===== src/rtl/break_arbiter_pkg.sv =====
// Shared widths and state encoding for the data-break arbiter.
// Optional rotating priority is selected with the ROUND_ROBIN_EN macro.
package break_arbiter_pkg;

  localparam int unsigned ADDR_W  = 15;
  localparam int unsigned DATA_W  = 12;
  localparam int unsigned BURST_W = 4;

  typedef enum logic [2:0] {
    BA_IDLE = 3'd0,
    BA_ARM  = 3'd1,
    BA_ADDR = 3'd2,
    BA_DATA = 3'd3,
    BA_ACK  = 3'd4
  } ba_state_e;

  function automatic int unsigned idx_width(input int unsigned n);
    return (n > 1) ? $clog2(n) : 1;
  endfunction

endpackage


===== src/rtl/break_prio_sel.sv =====
// Request vector -> one-hot grant and binary index of the winning requester.
// ROUND_ROBIN_EN: search starts at ptr_i; otherwise lowest index wins.
module break_prio_sel
  import break_arbiter_pkg::*;
#(
  parameter int unsigned NREQ  = 2,
  parameter int unsigned IDX_W = idx_width(NREQ)
) (
  input  logic [NREQ-1:0]  req_i,
`ifdef ROUND_ROBIN_EN
  input  logic [IDX_W-1:0] ptr_i,
`endif
  output logic [NREQ-1:0]  gnt_o,
  output logic [IDX_W-1:0] idx_o,
  output logic             valid_o
);

`ifdef ROUND_ROBIN_EN
  logic        found;
  int unsigned pos;

  always_comb begin
    gnt_o   = '0;
    idx_o   = '0;
    valid_o = 1'b0;
    found   = 1'b0;
    pos     = 0;
    for (int unsigned k = 0; k < NREQ; k++) begin
      pos = (32'(ptr_i) + k) % NREQ;
      if (!found && req_i[pos]) begin
        found      = 1'b1;
        gnt_o[pos] = 1'b1;
        idx_o      = IDX_W'(pos);
        valid_o    = 1'b1;
      end
    end
  end
`else
  // Scan from the top so the lowest requesting index is the last one written.
  always_comb begin
    gnt_o   = '0;
    idx_o   = '0;
    valid_o = 1'b0;
    for (int unsigned k = NREQ; k > 0; k--) begin
      if (req_i[k-1]) begin
        gnt_o        = '0;
        gnt_o[k-1]   = 1'b1;
        idx_o        = IDX_W'(k - 1);
        valid_o      = 1'b1;
      end
    end
  end
`endif

endmodule


===== src/rtl/break_arbiter.sv =====
// Memory-port owner: inserts NREQ data breaks between CPU major states with a burst limiter.
// ROUND_ROBIN_EN selects rotating priority among requesters; default is fixed priority.
module break_arbiter
  import break_arbiter_pkg::*;
#(
  parameter int unsigned NREQ      = 2,
  parameter int unsigned MAX_BURST = 4
) (
  input  logic                     clk,
  input  logic                     reset,
  input  logic                     clear,
  input  logic                     cpu_boundary,
  input  logic                     cpu_halted,
  input  logic [NREQ-1:0]          dev_req,
  input  logic [NREQ-1:0]          dev_write,
  input  logic [ADDR_W*NREQ-1:0]   dev_addr,
  input  logic [DATA_W*NREQ-1:0]   dev_wdata,
  output logic [NREQ-1:0]          dev_ack,
  output logic [DATA_W-1:0]        dev_rdata,
  output logic                     break_in_prog,
  output logic                     mem_sel,
  output logic [ADDR_W-1:0]        mem_addr,
  output logic [DATA_W-1:0]        mem_wdata,
  output logic                     mem_we,
  input  logic [DATA_W-1:0]        mem_rdata
);

  localparam int unsigned IDX_W = idx_width(NREQ);

  ba_state_e          state_q, state_d;
  logic [NREQ-1:0]    gnt_q, gnt_d;
  logic [ADDR_W-1:0]  addr_q, addr_d;
  logic [DATA_W-1:0]  wdata_q, wdata_d;
  logic               write_q, write_d;
  logic [DATA_W-1:0]  rdata_q, rdata_d;
  logic [BURST_W-1:0] burst_q, burst_d;
  logic               clr_pend_q, clr_pend_d;
`ifdef ROUND_ROBIN_EN
  logic [IDX_W-1:0]   rr_q, rr_d;
`endif

  logic [NREQ-1:0]    sel_gnt;
  logic [IDX_W-1:0]   sel_idx;
  logic               sel_valid;
  logic               blocked;
  logic               grant;
  logic               busy;

  break_prio_sel #(
    .NREQ  (NREQ),
    .IDX_W (IDX_W)
  ) u_prio (
    .req_i   (dev_req),
`ifdef ROUND_ROBIN_EN
    .ptr_i   (rr_q),
`endif
    .gnt_o   (sel_gnt),
    .idx_o   (sel_idx),
    .valid_o (sel_valid)
  );

  assign blocked = !cpu_halted && (burst_q == BURST_W'(MAX_BURST));
  assign grant   = (state_q == BA_IDLE) && sel_valid
                   && (cpu_boundary || cpu_halted) && !blocked;

  always_comb begin
    state_d    = state_q;
    gnt_d      = gnt_q;
    addr_d     = addr_q;
    wdata_d    = wdata_q;
    write_d    = write_q;
    rdata_d    = rdata_q;
    burst_d    = burst_q;
    clr_pend_d = clr_pend_q;
`ifdef ROUND_ROBIN_EN
    rr_d       = rr_q;
`endif
    unique case (state_q)
      BA_IDLE: begin
        if (grant) begin
          state_d = BA_ARM;
          gnt_d   = sel_gnt;
          addr_d  = dev_addr[ADDR_W*sel_idx +: ADDR_W];
          wdata_d = dev_wdata[DATA_W*sel_idx +: DATA_W];
          write_d = dev_write[sel_idx];
`ifdef ROUND_ROBIN_EN
          rr_d    = (sel_idx == IDX_W'(NREQ - 1)) ? '0 : sel_idx + IDX_W'(1);
`endif
        end
        // A boundary not taken by a break is a CPU major state: burst restarts.
        if (cpu_halted || (cpu_boundary && !grant) || clear) burst_d = '0;
`ifdef ROUND_ROBIN_EN
        if (clear) rr_d = '0;
`endif
        clr_pend_d = 1'b0;
      end
      BA_ARM: begin
        state_d = BA_ADDR;
        if (clear) clr_pend_d = 1'b1;
      end
      BA_ADDR: begin
        state_d = BA_DATA;
        if (clear) clr_pend_d = 1'b1;
      end
      BA_DATA: begin
        state_d = BA_ACK;
        if (!write_q) rdata_d = mem_rdata;
        if (clear) clr_pend_d = 1'b1;
      end
      BA_ACK: begin
        state_d = BA_IDLE;
        if (clr_pend_q || clear || cpu_halted) burst_d = '0;
        else                                   burst_d = burst_q + BURST_W'(1);
`ifdef ROUND_ROBIN_EN
        if (clr_pend_q || clear) rr_d = '0;
`endif
        clr_pend_d = 1'b0;
      end
      default: state_d = BA_IDLE;
    endcase
  end

  always_ff @(posedge clk) begin
    if (!reset) begin
      state_q    <= BA_IDLE;
      gnt_q      <= '0;
      addr_q     <= '0;
      wdata_q    <= '0;
      write_q    <= 1'b0;
      rdata_q    <= '0;
      burst_q    <= '0;
      clr_pend_q <= 1'b0;
`ifdef ROUND_ROBIN_EN
      rr_q       <= '0;
`endif
    end else begin
      state_q    <= state_d;
      gnt_q      <= gnt_d;
      addr_q     <= addr_d;
      wdata_q    <= wdata_d;
      write_q    <= write_d;
      rdata_q    <= rdata_d;
      burst_q    <= burst_d;
      clr_pend_q <= clr_pend_d;
`ifdef ROUND_ROBIN_EN
      rr_q       <= rr_d;
`endif
    end
  end

  assign busy          = (state_q != BA_IDLE);
  assign break_in_prog = busy;
  assign mem_sel       = busy;
  assign mem_addr      = busy ? addr_q : '0;
  assign mem_wdata     = (busy && write_q) ? wdata_q : '0;
  assign mem_we        = (state_q == BA_ADDR) && write_q;
  assign dev_ack       = (state_q == BA_ACK) ? gnt_q : '0;
  assign dev_rdata     = rdata_q;

endmodule


===== config.mk =====
export PLATFORM = sky130hd
export DESIGN_NAME = break_arbiter
export DESIGN_NICKNAME = d
export VERILOG_FILES = /design/src/rtl/break_arbiter_pkg.sv /design/src/rtl/break_prio_sel.sv /design/src/rtl/break_arbiter.sv
export SDC_FILE = /design/constraint.sdc
export NUM_CORES = 1
export LEC_CHECK = 0
export BUFFER_PORTS_ARGS = -buffer_cell sky130_fd_sc_hd__clkbuf_2
export CAP_MARGIN = 20
export CORE_MARGIN = 4
export CORE_UTILIZATION = 41
export DETAILED_ROUTE_END_ITERATION = 8
export HOLD_SLACK_MARGIN = 0.12
export PLACE_DENSITY = 0.68
export SLEW_MARGIN = 25
export SYNTH_ARGS = -nofsm -noshare
export SYNTH_HDL_FRONTEND = slang
export SYNTH_SLANG_ARGS = --single-unit
export TNS_END_PERCENT = 50

===== constraint.sdc =====
create_clock -name clk -period 2 [get_ports clk]
set_clock_uncertainty 0.05 [all_clocks]
set_input_delay 0.3 -clock clk [delete_from_list [all_inputs] [get_ports clk]]
set_output_delay 0.3 -clock clk [all_outputs]
set_load 0.01 [all_outputs]

# Word level (Yosys, flattened, before mapping)
# Cells that the tools add are included.
# W data, S select, Z words.
word_totals:
  elab_cells: 65
  inputBits: 75
  out_inout_bits: 44
  register_bits: 50
classes:
  n_reduce_logical: 25
  eq_ne: 8
  n_lt_le_gt_ge: 1
  addsub: 1
  n_mul: 2
  bitwise: 1
  shifts: 2
  mux: 17
ops:
  columns: ["op", "n"]
  rows:
  - ["$shiftx A30 B6 Y15", 1]
  - ["$shiftx A24 B6 Y12", 1]
  - ["$mux W15", 1]
  - ["$mux W12", 1]
  - ["$pmux W3 S4", 1]
  - ["$mux W4", 2]
  - ["$pmux W4 S2", 1]
  - ["$reduce_and A2 Y1", 4]
  - ["$logic_and A1 B1 Y1", 7]
  - ["$eq A3 B2 Y1 const B", 2]
  - ["$mux W1", 6]
  - ["$mux W2", 3]
  - ["$logic_or A1 B1 Y1", 5]
  - ["$mul A4 B1 Y5 const A", 1]
  - ["$add A4 B1 Y4 const B", 1]
  - ["$eq A4 B3 Y1 const B", 1]
  - ["$ne A2 B1 Y1 const B", 2]
  - ["$reduce_bool A2 Y1", 2]
  - ["$eq A3 B1 Y1 const B", 1]
  - ["$eq A3 B3 Y1 const B", 1]
  - ["$logic_not A1 Y1", 3]
  - ["$logic_not A3 Y1", 1]
  - ["$mul A2 B1 Y3 const A", 1]
  - ["$mux W3", 1]
  - ["other kinds (7)", 7]

# Depth between registers and ports, before layout
# Gate-level depths: netlist of the first run.
depth:
  word_depth: 11
  depth_mapped: 7

# By module
# A second synthesis of the first run with hierarchy kept.
unflattened:
  hier_cells: 299
  area_unflattened_um2: 2531.2
modules_own_cells:
  columns: ["mod", "cells_per_inst", "seq_area_each_um2", "instances", "area_per_inst_um2"]
  rows:
  - ["break_arbiter", 295, 1001.0, 1, 2501.1]
  - ["break_prio_sel", 4, 0.0, 1, 30.0]

# Worst setup path before layout of the first run
# OpenSTA, ideal clock, no wires.
synth_timing:
  kind: "register -> register"
  from: "register state_q[0]"
  to: "register addr_q[0]"
  required_time_ns: 1.834
  path_slack_ns: 0.168
  stages_incl_launch_ff: 7
  period_less_slack_ns: 1.832
  t_arrival_ns: 1.666
  setup_ns: 0.116
  path_cell_list: "dfxtp_1 > buf_6 > or3_4 > nor4_4 > buf_6 > nand2_1 > o211a_1"
synth_between:
  elab_chain_len: 5
synth_lines:
  columns: ["element", "line_no", "rtl"]
  rows:
  - ["start: declaration", "break_arbiter.sv:30", "ba_state_e state_q, state_d;"]
  - ["start signal: assignment", "break_arbiter.sv:137", "state_q <= state_d;"]
  - ["$logic_not A3 Y1 (*)", "break_arbiter.sv:63, break_arbiter.sv:78", null]
  - ["$logic_and A1 B1 Y1", "break_arbiter.sv:63", "assign grant = (state_q == BA_IDLE) && sel_valid"]
  - ["$logic_and A1 B1 Y1 (2 in a row)", "break_arbiter.sv:64", "&& (cpu_boundary || cpu_halted) && !blocked;"]
  - ["$reduce_and A2 Y1 (no source line) (*)", null, null]
  - ["end signal: assignment", "break_arbiter.sv:139", "addr_q <= addr_d;"]
  - ["end: declaration", "break_arbiter.sv:32", "logic [ADDR_W-1:0] addr_q, addr_d;"]
# Every way passes the cells marked *; elsewhere a longest branch is shown, timed or not.
# A chain may end at the register's enable or synchronous reset.

# Final worst setup path of the first run
layout_timing:
  from: "register state_q[2]"
  to: "output mem_wdata[0]"
layout_between:
  elab_chain_len: 3
layout_lines:
  columns: ["element", "line_no", "rtl"]
  rows:
  - ["$reduce_bool A3 Y1", "break_arbiter.sv:151", "assign busy = (state_q != BA_IDLE);"]
  - ["$logic_and A1 B1 Y1", "break_arbiter.sv:155", "assign mem_wdata = (busy && write_q) ? wdata_q : '0;"]
  - ["$mux W12", "break_arbiter.sv:155", null]
  - ["end: declaration", "break_arbiter.sv:23", "output logic [DATA_W-1:0] mem_wdata,"]
# Every way passes these cells.

==> metrics.md, run 1 <==
| Metric | Value |
|---|---|
| Flops & latches, synth | 50 |
| Total Routing Usage GR | 0.153 |
| RR Endpoint | addr_q[13] |
| Dpl hpwl | around 4300 µm |
| Fillers | around 560 |
| Initial Utilization | 0.424 |
| YS warnings | 0 |
| Vias in the first global route | between 2,000 and 2,500 |
| Initial DRC Count | 65 |
| Yosys cell types | 37 |
| Crit end category | primary output |
| R2R Setup Slk | between 0.15 and 0.2 ns |
| Met3 Usage GRT | 0.0352 |
| Vias | between 2,000 and 2,500 |
| Worst VDD drop | between 0.4 and 0.5 mV |
| Status | finished clean |
| Post-synth top area share | 0.398 |
| ANT nets after route | 0 |
| Synthesized netlist net count | between 300 and 400 |
| Worst-margin pin slew | ~0.47 ns |
| Max Root-Sink Buffers | 2 |
| CTS tree | done |
| H-Tree Depth | 2 |
| Largest net degree at the start of global routing | 62 |
| Final non-filler cell area | ~3200 µm² |
| Max-slew headroom | 0.688 |
| Synth-to-Final Area Change | 27.9% |
| Cells after synthesis | 270 |
| Fmax | between 500 and 600 MHz |
| DR vias/cell | just under 5 |
| Power Dens Cells | between 800 and 900 nW/µm² |
| Final setup viols | 0 |
| GR Layer Usage met2 | 0.259 |
| Clk sink count | 50 |
| RSZ-0062 raised after global routing | no |
| Drt total wl | 5760 µm |
| LEAKAGE | ~1.8 nW |
| Reg clk slew, reported paths | around 0.090 ns |
| Nets@finish | approximately 460 |
| Final hold vios | 0 |
| Sequential area share after synthesis | 0.398 |
| Leading area contributor after synthesis | dfxtp_1 |
| CP endpoint | mem_wdata[0] |
| Die width | 86.3 µm |
| Fin Hold WS | ~0.17 ns |
| IO Pins | roughly 120 |
| Crit path from | state_q[2] |
| Avg Inst Size Synth | roughly 9.3 µm² |
| Worst slack, placed | 0.184 ns |
| Final Cycle Share | 0.944 |
| TritonRoute pass-1 iters | 4 |
| WS Path Type | reg2out |
| Ranking of synthesized cells by area | dfxtp_1 (40%), mux2i_1 (11%), o211a_1 (11%) |
| Routed wire length per instance | approximately 13 µm |
| Hold_buf cts | 0 |
| Die Span Y | approximately 86 µm |
| Die ar. | around 7400 µm² |
| Min cycle time layout | between 1.5 and 2 ns |
| Initial antenna violation count | 0 |
| R2R depth | 7 |
| CORE AREA | 5920 µm² |
| Post-Syn Area | 2510 µm² |
| Global routing's busiest layer | met2 |
| Met1 global-route usage | 0.199 |
| First-pass GRT wire length | 9400 µm |
| Clock root cell | clkbuf_8 |
| Share of post-route cells with drive strength above 1 | 0.379 |
| Hold Crit Class | in2reg |
| TNS Setup | 0 ns |
| PnR worst setup slack | between 0.1 and 0.15 ns |
| Reg2reg start | burst_q[0] |
| Max Cap Violations | 0 |
| CP Data Required Time | 1.65 ns |
| WP data arrival | 1.54 ns |
| Port Buffer Count | around 120 |
| Final Wtd Congestion | about 0.74 |
| Worst-path fanout max | 29 |
| Clock latency on the worst-skew pair | 0.29 ns |
| CTS buffer count | 5 |
| ANT cells | 0 |
| GRT overflow | 0 |
| Slew Limit Fails | 0 |
| CP Launch Type | flop |
| Area of the multi-input gates | about 1300 µm² |
| Post-DP Area | between 3000 and 4000 µm² |
| Remaining design rule violation count | 0 |
| Total power | 2.83 mW |
| Rows | 28 |
| Sequential cell area | approximately 1000 µm² |
==> placed cells by master, fill, tap and decap left out, drive strengths merged, types with 3 or more instances in the layout <==
master | synthesis | routed
o211a | 28 | 28
nor2 | 8 | 8
inv | 3 | 3
clkbuf | 10 | 124
o21ai | 3 | 3
a21boi | 12 | 12
a21oi | 3 | 3
buf | 15 | 9
nand2 | 56 | 56
dfxtp | 50 | 50
and2 | 17 | 17
and3 | 12 | 12
mux2i | 28 | 28
==> cell families (layout without fill, tap and decap cells) <==
| group | Yosys count | after routing | share of synthesized area |
|---|---|---|---|
| multiplexers | 28 | 28 | 0.112 |
| adder cells (fa/ha/maj) | 2 | 2 | 0.00996 |
| buffers and inverters | 28 | 138 | 0.0687 |
| XOR/XNOR | 2 | 2 | 0.00697 |
| AND/OR/NAND/NOR | 108 | 108 | 0.223 |
| flip-flops | 50 | 50 | 0.398 |
| AO/OA/AOI/OAI | 52 | 52 | 0.182 |
==> per-stage QoR <==
stage,cells,utilization
after global placement,447,0.527
final,455,0.543
after CTS,455,0.542
after global routing,455,0.543
after floorplan,270,-
after detailed placement,447,0.527
==> cells in the mapped netlist <==
cell type	count
and4b_1	1
xnor2_1	2
o21ai_0	1
o21ai_1	2
nor2b_1	1
a21boi_0	3
nand3_1	2
a2111oi_0	1
a211o_2	1
nor3_1	1
nor3_2	1
nand2_1	56
and2_1	17
inv_1	3
and3_1	12
or3_1	1
a21boi_1	9
nor2_2	1
buf_2	6
or3_4	1
o211a_1	28
buf_6	7
a21oi_1	3
clkbuf_1	10
nor2_1	7
and4bb_2	2
nand4b_1	1
a31o_2	2
buf_4	2
a32o_1	2
nand2b_1	1
nor3b_1	1
nor4_4	1
ha_1	2
mux2i_1	28
dfxtp_1	50
nand3b_1	1
==> power by group <==
part,internal [mW],leakage (nW),switching [mW]
logic,0.457,1.31,0.534
clock network,0.247,0.0452,0.312
registers,1.18,0.411,0.0992
==> critical path, cell delays in order (launching register included) <==
cell and delay, ns:
dfxtp_1 0.36, or3_4 0.37, buf_6 0.18, and3_1 0.20, clkbuf_2 0.13
==> area by class of cell <==
| type | count | share of cell area |
|---|---|---|
| Timing Repair Buffer | 127 | 0.210 |
| Clock inverter | 2 | 0.00428 |
| Sequential cell | 50 | 0.312 |
| Clock buffer | 6 | 0.0226 |
| Inverter | 3 | 0.00350 |
| Tap cell | 75 | 0.0292 |
| Multi-Input combinational cell | 192 | 0.419 |
==> worst min-delay path by stage <==
stage                        from             to  cells after the start
finish               mem_rdata[9]   dev_rdata[9]                      3
global route        mem_rdata[10]  dev_rdata[10]                      3
CTS                  mem_rdata[5]   dev_rdata[5]                      3
detailed placement       gnt_q[1]       gnt_q[1]                      2
global placement         gnt_q[1]       gnt_q[1]                      2
floorplan                gnt_q[1]       gnt_q[1]                      2
==> routing by layer <==
metal / part of all wire / wire, µm
met2: 0.47 / 2720
met3: 0.076 / 437
met1: 0.45 / 2580
met5: 0 / 0
met4: 0.0040 / 23
==> sequential cells by signal, indices dropped and copies added (netlist names) <==
name        cells
state_q         3
dev_rdata      12
wdata_q        12
gnt_q           2
clr_pend_q      1
write_q         1
addr_q         15
burst_q         4
==> what timing repair did <==
item                       CTS  global route
buffers inserted             0             0
setup endpoints to repair    0            11
resized for setup            0             1
No activity file was read; power rests on OpenSTA's default activity.
==> run 2: changes to the inputs <==
--- a/config.mk
+++ b/config.mk
@@ -9,6 +9,7 @@
 export CAP_MARGIN = 20
 export CORE_MARGIN = 4
 export CORE_UTILIZATION = 41
+export CTS_BUF_LIST = sky130_fd_sc_hd__clkbuf_4
 export DETAILED_ROUTE_END_ITERATION = 8
 export HOLD_SLACK_MARGIN = 0.12
 export PLACE_DENSITY = 0.68
==> constraint.sdc (replaced) <==
create_clock -name clk -period 2.2 [get_ports clk]
set_clock_uncertainty 0.05 [all_clocks]
set_input_delay 0.33 -clock clk [delete_from_list [all_inputs] [get_ports clk]]
set_output_delay 0.33 -clock clk [all_outputs]
set_load 0.01 [all_outputs]
==> run 2 against run 1 <==
  * Non-clock buffer count rose by 5
  * Via count rose by 1.7%
  * Worst hold slack got worse by 0.029 ns
  * Cell area rose by 1.3%
  * Die area did not move
  * Combinational power fell by 13%
  * Sequential share of layout area fell by 0.32 points
  * Global-route usage rose by 0.67 points
  * Sequential power fell by 7%
  * Largest power group unchanged
==> metrics.md, run 2 (synthesized netlist as in run 1, its figures left out) <==
| Metric | Value |
|---|---|
| Status | finished clean |
| Final hold vios | 0 (unchanged) |
| H-Tree Depth | 2 (unchanged) |
| Sequential share of power | 0.465 (+0.013) |
| Clock Power Share | 0.199 (about the same) |
| Rows | 28 (unchanged) |
| Hold Crit Class | in2reg |
| Cell Int Power | 1.70 mW (-9.5%) |
| Final setup viols | 0 (unchanged) |
| Slowest CP cell | or3_4 |
| Worst VDD drop | 0.401 mV (-16%) |
| TritonRoute pass-1 iters | 4 (unchanged) |
| Routed wire length per instance | 13.1 µm (+3.5%) |
| Largest net degree at the start of global routing | 46 (-26%) |
| Max-slew headroom | 0.556 (-0.132) |
| Reg clk slew, reported paths | 0.14 ns (+0.05 ns) |
| Max Root-Sink Buffers | 2 (unchanged) |
| CTS tree | done |
| Leading cell type in the layout, fill and taps excluded | clkbuf_2 |
| Drt total wl | 6010 µm (+4.4%) |
| Crit end category | primary output |
| Max Cap Violations | 0 (unchanged) |
| RSZ-0062 raised after global routing | no |
| Final Wtd Congestion | 0.746 (+0.92%) |
| CP Data Required Time | 1.82 ns (+0.17 ns) |
| Worst-path fanout max | 30 (+3.4%) |
| Final Cycle Share | 0.931 |
| CORE AREA | 5920 µm² (unchanged) |
| Fin util | 0.550 (+0.00697) |
| Initial antenna violation count | 0 (unchanged) |
| Min cycle time layout | ~2.0 ns |
| ANT cells | 0 (unchanged) |
| WHS Path Cells | 3 (unchanged) |
| Fmax | 488 MHz |
| Clock latency on the worst-skew pair | 0.36 ns (+0.07 ns) |
| Slew Limit Fails | 0 (unchanged) |
| TNS Setup | 0 ns (unchanged) |
| Port Buffer Count | 118 (unchanged) |
| Clk sink count | 50 (unchanged) |
| Initial Utilization | 0.424 (unchanged) |
| WS Path Type | reg2out |
| Total Routing Usage GR | 0.160 (+0.00667) |
| First-pass GRT wire length | 9680 µm (+3.0%) |
| Biggest register | addr_q |
| Max reg flops | 15 (unchanged) |
| Vias | 2,261 (+1.7%) |
| Post-DP Area | 3110 µm² (-0.48%) |
| Synth-to-Final Area Change | 29.5% |
| LEAKAGE | 1.78 nW (+0.64%) |
| Die width | 86.3 µm (unchanged) |
| Largest stage delay on the critical path | 0.54 ns (+0.17 ns) |
| Crit-path cells | or3_4 > and3_1 > clkbuf_2 |
| Share of post-route cells with drive strength above 1 | 0.370 (-0.00916) |
| Worst-margin pin slew | 0.666 ns (+0.199 ns) |
| Combinational Power Share | 0.337 (-0.013) |
| Remaining design rule violation count | 0 (unchanged) |
| Clock root cell | clkbuf_4 |
| Vias in the first global route | 2,128 (+2.2%) |
| Sw Ratio | 0.332 (-0.00225) |
| Initial DRC Count | 76 (+17%) |
| IO Pins | 119 (unchanged) |
| ANT nets after route | 0 (unchanged) |
| Power Dens Cells | 784 nW/µm² (-11%) |
| Net Sw Power | 0.847 mW (-10%) |
| Die ar. | 7440 µm² (unchanged) |
| GRT overflow | 0 (unchanged) |
| CP Launch Type | flop |
| Final non-filler cell area | 3250 µm² (+1.3%) |
| WP data arrival | 1.67 ns (+0.13 ns) |
| Dpl hpwl | 4360 µm (+0.51%) |
| Nets@finish | 461 (+1.1%) |
| DR vias/cell | 4.93 (+0.78%) |
| Fillers | 556 (-1.4%) |
| R2R depth | 5 (-2) |
| Die Span Y | 86.3 µm (unchanged) |
| Most frequent cells in the layout | clkbuf_2 (118), nand2_1 (56), dfxtp_1 (48) |
| CTS buffer count | 5 (unchanged) |
[run 2: path summary, 6_finish.rpt]
path | from | end | slack (ns)
worst max-delay path | state_q[0] | mem_wdata[2] | 0.15
worst min-delay path | mem_rdata[4] | dev_rdata[4] | 0.14
worst max register to register | state_q[0] | addr_q[9] | 0.25
worst min register to register | gnt_q[1] | gnt_q[1] | 0.41
[run 2: worst max-delay path: cells and delay by family (launching register included)]
kind          cells  cell delay (ns)
flops             1             0.39
buf+inv           1             0.12
simple gates      2             0.79
[run 2: through the flow]
stage	hold slack, ns	instances	total power, mW	worst slack (ns)
after floorplan	0.374	270	1.86	0.368
after global placement	0.388	445	2.06	0.408
after detailed placement	0.396	445	2.08	0.382
after CTS	0.127	460	2.60	0.0167
after global routing	0.133	459	2.73	0.0496
final	0.142	459	2.55	0.151
[run 2: area by class of cell]
cell class / instances / area [µm²] / area share
multi-input combinational: 192 / 1350 / 0.414
sequential: 50 / 1000 / 0.308
clock inverter: 2 / 33.8 / 0.0104
timing repair buffer: 132 / 728 / 0.224
tap: 75 / 93.8 / 0.0288
clock buffer: 5 / 37.5 / 0.0115
inverter: 3 / 11.3 / 0.00346
[run 2: repair_timing]
item / 4_1_cts / 5_1_grt
buffers inserted: 0 / 0
resized for setup: 0 / 2
hold endpoints to repair: 8 / 0
hold buffers: 8 / 0
setup endpoints to repair: 0 / 27
[run 2: per-layer routing]
layer  global-route usage  vias up  wire length [µm]
met4               0.0425        0                38
li1                     -     1166                 -
met3               0.0333        4               424
met1                0.199     1015              2670
met2                0.280       76              2880
met5                    0        -                 0
[run 2: power by group through the flow]
stage                     clock, mW  sequential (mW)  combinational (mW)
after floorplan                   0             1.16               0.700
after global placement            0             1.20               0.860
after detailed placement          0             1.20               0.874
after CTS                     0.525             1.18               0.889
after global routing          0.561             1.21               0.955
final                         0.507             1.19               0.859
